$ cat config.mk
export PLATFORM = sky130hd
export DESIGN_NAME = timer_array
export DESIGN_NICKNAME = d
export VERILOG_FILES = /design/src/rtl/timer_array_pkg.sv /design/src/rtl/timer_array_channel.sv /design/src/rtl/timer_array.sv
export SDC_FILE = /design/constraint.sdc
export NUM_CORES = 1
export LEC_CHECK = 0
export CORE_MARGIN = 2
export CORE_UTILIZATION = 60
export DETAILED_ROUTE_END_ITERATION = 8
export PLACE_DENSITY = 0.79
export SLEW_MARGIN = 20
export SYNTH_ARGS = -nofsm -noshare
export SYNTH_HDL_FRONTEND = slang
export SYNTH_SLANG_ARGS = --single-unit
$ cat constraint.sdc
create_clock -name clk -period 5.2 [get_ports clk]
set_input_delay 1.04 -clock clk [delete_from_list [all_inputs] [get_ports clk]]
set_output_delay 1.04 -clock clk [all_outputs]
set_load 0.1 [all_outputs]
$ cat src/rtl/timer_array_pkg.sv
// Shared definitions for the timer_array block: register offsets, CTRL field
// positions, mode encodings and the per-channel FSM state type.
package timer_array_pkg;

  // Per-channel register offsets (addr[1:0]).
  localparam logic [1:0] REG_CTRL   = 2'd0;
  localparam logic [1:0] REG_PRESET = 2'd1;
  localparam logic [1:0] REG_COUNT  = 2'd2;
  localparam logic [1:0] REG_STAT   = 2'd3;

  // CTRL field positions.
  localparam int CTRL_EN     = 0;
  localparam int CTRL_MODE   = 1;  // two bits, [2:1]
  localparam int CTRL_IM     = 3;
  localparam int CTRL_DIV    = 8;  // PS_W bits starting here

  // STAT field positions.
  localparam int STAT_PEND   = 0;

  // MODE encodings; the reserved codes 1x behave as one-shot.
  localparam logic [1:0] MODE_ONESHOT = 2'b00;
  localparam logic [1:0] MODE_RELOAD  = 2'b01;

  typedef enum logic [1:0] {
    IDLE = 2'd0,
    LOAD = 2'd1,
    CNT  = 2'd2,
    INT  = 2'd3
  } state_t;

endpackage

$ cat src/rtl/timer_array_channel.sv
// One timer channel: control/preset registers, prescaler, down-counter,
// pending bit and the IDLE/LOAD/CNT/INT sequencing FSM.
module timer_array_channel
  import timer_array_pkg::*;
#(
  parameter int CNT_W = 32,
  parameter int PS_W  = 8
) (
  input  logic              clk,
  input  logic              rst,
  input  logic              ctrl_we,
  input  logic              preset_we,
  input  logic              stat_we,
  input  logic [31:0]       wdata,
  output logic [31:0]       ctrl_rd,
  output logic [31:0]       preset_rd,
  output logic [31:0]       count_rd,
  output logic              pend,
  output logic              irq_bit
);

  state_t            state;
  logic              en;
  logic [1:0]        mode;
  logic              im;
  logic [PS_W-1:0]   div;
  logic [CNT_W-1:0]  preset;
  logic [CNT_W-1:0]  count;
  logic [PS_W-1:0]   ps;

  // Channel state: W1C first, then the FSM (which may set PEND / clear EN),
  // then the software CTRL write, so later assignments take priority.
  always_ff @(posedge clk or negedge rst) begin
    if (!rst) begin
      state  <= IDLE;
      en     <= 1'b0;
      mode   <= MODE_ONESHOT;
      im     <= 1'b0;
      div    <= '0;
      preset <= '0;
      count  <= '0;
      ps     <= '0;
      pend   <= 1'b0;
    end else begin
      // NOTE: non-blocking assignments; when one register is assigned twice in
      // this block the last one in program order wins, which encodes the
      // collision priorities (expiry beats W1C, software EN beats hardware clear).
      if (stat_we && wdata[STAT_PEND]) pend <= 1'b0;

      case (state)
        IDLE: if (en) state <= LOAD;
        LOAD: begin
          if (!en) begin
            state <= IDLE;
          end else begin
            count <= preset;
            ps    <= '0;
            state <= CNT;
          end
        end
        CNT: begin
          if (!en) begin
            state <= IDLE;
          end else if (ps == div) begin
            ps <= '0;
            if (count > CNT_W'(1)) begin
              count <= count - 1'b1;
            end else begin
              count <= '0;
              pend  <= 1'b1;
              state <= INT;
            end
          end else begin
            ps <= ps + 1'b1;
          end
        end
        INT: begin
          if (mode == MODE_RELOAD && en) begin
            state <= LOAD;
          end else begin
            en    <= 1'b0;
            state <= IDLE;
          end
        end
        default: state <= IDLE;
      endcase

      if (ctrl_we) begin
        en   <= wdata[CTRL_EN];
        mode <= wdata[CTRL_MODE +: 2];
        im   <= wdata[CTRL_IM];
        div  <= wdata[CTRL_DIV +: PS_W];
      end
      if (preset_we) preset <= wdata[CNT_W-1:0];
    end
  end

  assign ctrl_rd   = 32'(en) | (32'(mode) << CTRL_MODE) | (32'(im) << CTRL_IM)
                   | (32'(div) << CTRL_DIV);
  assign preset_rd = 32'(preset);
  assign count_rd  = 32'(count);
  assign irq_bit   = pend & im;

endmodule

$ cat src/rtl/timer_array.sv
// N_CH independent timer channels behind one bridge slot: address decode,
// combinational read mux and the combined interrupt.
module timer_array
  import timer_array_pkg::*;
#(
  parameter int N_CH  = 4,
  parameter int CNT_W = 32,
  parameter int PS_W  = 8,
  localparam int CH_AW = $clog2(N_CH)
) (
  input  logic              clk,
  input  logic              rst,
  input  logic [CH_AW+1:0]  addr,
  input  logic              we,
  input  logic [31:0]       din,
  output logic [31:0]       dout,
  output logic              irq,
  output logic [N_CH-1:0]   irq_vec
);

  logic [CH_AW-1:0] ch_sel;
  logic [1:0]       reg_sel;
  logic [31:0]      ctrl_rd   [N_CH];
  logic [31:0]      preset_rd [N_CH];
  logic [31:0]      count_rd  [N_CH];
  logic [N_CH-1:0]  pend;

  assign ch_sel  = addr[CH_AW+1:2];
  assign reg_sel = addr[1:0];

  for (genvar i = 0; i < N_CH; i++) begin : g_ch
    logic hit;
    assign hit = we && (ch_sel == CH_AW'(i));

    timer_array_channel #(.CNT_W(CNT_W), .PS_W(PS_W)) u_ch (
      .clk       (clk),
      .rst       (rst),
      .ctrl_we   (hit && reg_sel == REG_CTRL),
      .preset_we (hit && reg_sel == REG_PRESET),
      .stat_we   (hit && reg_sel == REG_STAT),
      .wdata     (din),
      .ctrl_rd   (ctrl_rd[i]),
      .preset_rd (preset_rd[i]),
      .count_rd  (count_rd[i]),
      .pend      (pend[i]),
      .irq_bit   (irq_vec[i])
    );
  end

  // Zero-latency, side-effect-free read of the addressed register.
  always_comb begin
    // NOTE: default assignment first so no path leaves dout unassigned (no latch).
    dout = '0;
    case (reg_sel)
      REG_CTRL:   dout = ctrl_rd[ch_sel];
      REG_PRESET: dout = preset_rd[ch_sel];
      REG_COUNT:  dout = count_rd[ch_sel];
      REG_STAT:   dout = {31'b0, pend[ch_sel]};
      default:    dout = '0;
    endcase
  end

  assign irq = |irq_vec;

endmodule

==> results by group <==
Worst setup path
  • Worst Path Required: 4160 ps
  • CP Launch Type: input pin
  • Critical-path top delay cell: buf_4
  • Slowest stage delay, CP: between 500 and 600 ps
  • Crit end category: output pin
  • WP data arrival: about 3100 ps
  • CP dominant cell by count: buf_12
  • CP Cell Sequence: buf_4 -> buf_12 -> mux4_2 -> a22o_1 -> buf_12
  • Crit path max fanout: between 40 and 50
  • CP Class: in2out

Synth
  • Top cells by area, synth: dfrtp_1 (42%), mux2_2 (8.6%), mux4_2 (8.3%)
  • Mapped Cells: between 1500 and 2000
  • Number of synthesized flops with an enable pin: 0
  • Warnings from Yosys: 0
  • Netlist cell types: just over 80
  • Top-count cell post-synth: dfrtp_1
  • Syn_nets: approximately 2000
  • Synth Area per Inst: 10.5 µm²
  • FF+latch count, synth: ~350
  • Most frequent cells after synthesis: dfrtp_1 (348), mux2_2 (160), o21ai_0 (126)
  • Most used DFF post-synth: dfrtp_1
  • Share of the yosys chip area belonging to registers: between 40% and 50%
  • Post-Syn Area: around 0.021 mm²
  • Synth async-reset ratio: 100%
  • Largest area contributor in the netlist: dfrtp_1
  • Yosys top cell area share: a little over two fifths

Drt
  • Routed vias/inst: around 7.4
  • Antenna-violating nets left: 0
  • Vias: 18500
  • Drt pass-1 iters: 8
  • Iteration-0 DRC Markers: about 2600
  • WL/cell: approximately 30 µm
  • Detailed-route wire length: ~73000 µm
  • Drt drc: 0

Die
  • Initial Util: 60.6%
  • Die ar.: about 0.036 mm²
  • Chip width: 190 µm
  • Core area: ~0.034 mm²
  • Row count: around 70
  • IO Count: 76
  • Die Y: around 190 µm

Timing
  • Final setup violation count: 0
  • Slew margin rel.: about 24%
  • RSZ-0062 raised after global routing: false
  • Worst-Margin Slew: roughly 1100 ps
  • Crit share post-route: about four fifths
  • Fmax: around 240 MHz
  • Worst hold slack: between 500 and 600 ps
  • TNS Setup: 0 ps
  • Max Slew Vio Count: 0
  • Final hold viol count: 0
  • Fin crit period: just over 4000 ps
  • Fin Clk Skew: roughly 25 ps

Clock tree
  • Clock latency on the worst-skew pair: roughly 570 ps
  • Post-cts repair resize count: 0
  • Cts bufs inserted: 40
  • CTS tree: built
  • CTS Sinks: between 300 and 400
  • Clock tree root driver cell: clkbuf_16
  • Clk buf depth: 3
  • Post-CTS setup repair buffer count: 0
  • H-tree levels: 2
  • Hold_buf cts: 0
  • Clock transition at path regs: 50 ps

Power and ir drop
  • Leakage power: roughly 9.5 nW
  • PD cells: 569 mW/mm²
  • Peak VDD IR: around 0.36 mV

Layout
  • Multi-input logic area: between 0.01 and 0.015 mm²
  • Filler Cell Count: 2569
  • Design area: ~0.024 mm²
  • Layout cells sized above 1: roughly a fifth
  • Nets@finish: ~2100
  • Syn-to-layout area delta: 13.8%
  • FF+latch area: a little under 0.009 mm²

Flow run
  • Max-cap viol count: 0

Outcome
  • Result of the run: finished clean

Global routing
  • Largest net degree at the start of global routing: about 100
  • First-pass GRT wire length: ~110000 µm
  • GRT Resource Usage Total: between 40 and 50%
  • GRT overflow: 0
  • Initial antenna violation count: 2
  • Vias in the first global route: around 17000

Place
  • PortBufs: 75
  • DPL Wire Length: approximately 53000 µm
  • Post-Place Cell Area: approximately 0.022 mm²
  • Gpl congestion: ~0.99

Min path
  • Hold crit path type: in2async
==> worst max-delay path, delay by kind of cell <==
kind	cells	cell delay [ps]
buffers and inverters	3	1140
multiplexers	1	540
AO/OA/AOI/OAI	1	340
==> area by class of cell <==
type                       count  share of cell area [%]
antenna                        1                  0.0106
multi-input combinational   1397                    47.4
clock buffer                  52                    4.80
sequential                   348                    36.7
inverter                     102                    1.62
timing repair buffer         115                    5.45
clock inverter                22                    1.60
tap                          455                    2.40
==> path summary, 6_finish.rpt <==
check / start / endpoint / depth (start not counted) / slack, ps
max: addr[2] / dout[6] / 5 / 1040
min: rst / g_ch[0].u_ch.ps[5]$_DFFE_PN0P_ / 1 / 510
max reg2reg: g_ch[0].u_ch.count_rd[17]$_DFFE_PN0P_ / g_ch[0].u_ch.count_rd[26]$_DFFE_PN0P_ / 6 / 1810
min reg2reg: g_ch[0].u_ch.im$_DFFE_PN0P_ / g_ch[0].u_ch.im$_DFFE_PN0P_ / 1 / 530
max in group asynchronous: rst / g_ch[2].u_ch.count_rd[24]$_DFFE_PN0P_ / 2 / 3460
min in group clk: g_ch[0].u_ch.im$_DFFE_PN0P_ / g_ch[0].u_ch.im$_DFFE_PN0P_ / 1 / 530
==> stage by stage <==
step	std cells	util (%)	power [mW]	setup slack [ps]
after floorplan	1991	-	8.03	488
after global placement	2416	64.4	9.79	1040
after detailed placement	2416	64.4	9.97	1040
after CTS	2490	68.9	13.2	1030
after global routing	2491	69.0	14.0	926
final	2492	69.0	13.5	1040
==> per-layer routing <==
layer	part of all wire, %	track usage, %
met1	38	56.7
met4	3.2	12.7
met5	0.015	0
met3	15	15.3
met2	44	58.5
==> kinds of logic (layout without fill, tap and decap cells) <==
group                      Yosys count  count (layout)  share of synthesized area [%]
DFF                                348             348                           41.8
other                                0               1                              0
AOI/OAI and AO/OA                  543             543                           18.9
adders and majority gates           28              28                           1.68
and+or+nand+nor                    539             539                           13.7
xor gates and xnor gates            32              32                           1.35
muxes                              255             255                           17.9
buffers and inverters              246             291                           4.62
==> power by group <==
part	total (mW)	switching [mW]	leakage (nW)	internal (mW)
Clock	3.27	1.22	0.743	2.05
Sequential	5.10	1.59	4.37	3.51
Combinational	5.13	3.02	4.37	2.11
Total	13.5	5.83	9.48	7.67
==> sequential cells by signal, summed over array words and instances, names as in the netlist <==
name,flops
g_ch.u_ch.count_rd,128
g_ch.u_ch.preset_rd,128
g_ch.u_ch.div,32
g_ch.u_ch.ps,32
g_ch.u_ch.mode,8
g_ch.u_ch.state,8
g_ch.u_ch.en,4
g_ch.u_ch.im,4
g_ch.u_ch.pend,4
==> layout by cell type, fill, tap and decap left out, drive strengths merged, types with 12 or more instances in the layout <==
cell           instances
buf                   75
mux4                  78
xor2                  16
nor2b                 17
and3                  12
or2                   14
nand2b                18
nor4                  44
o2bb2ai               19
a22oi                 31
a21oi                 33
a211oi                20
a22o                  64
o211ai                25
or4                   23
o22ai                 36
mux2i                 17
o31ai                 13
o21ai                130
clkdlybuf4s50         40
nor2                  82
xnor2                 16
a21o                  15
a32oi                 23
ha                    28
o221ai                14
or3                   30
mux2                 160
a31oi                 22
nor3                  63
inv                  103
nand3                 52
dfrtp                348
nand2                123
clkbuf                52
nand4                 23
Power figures use the tool's default switching activity.
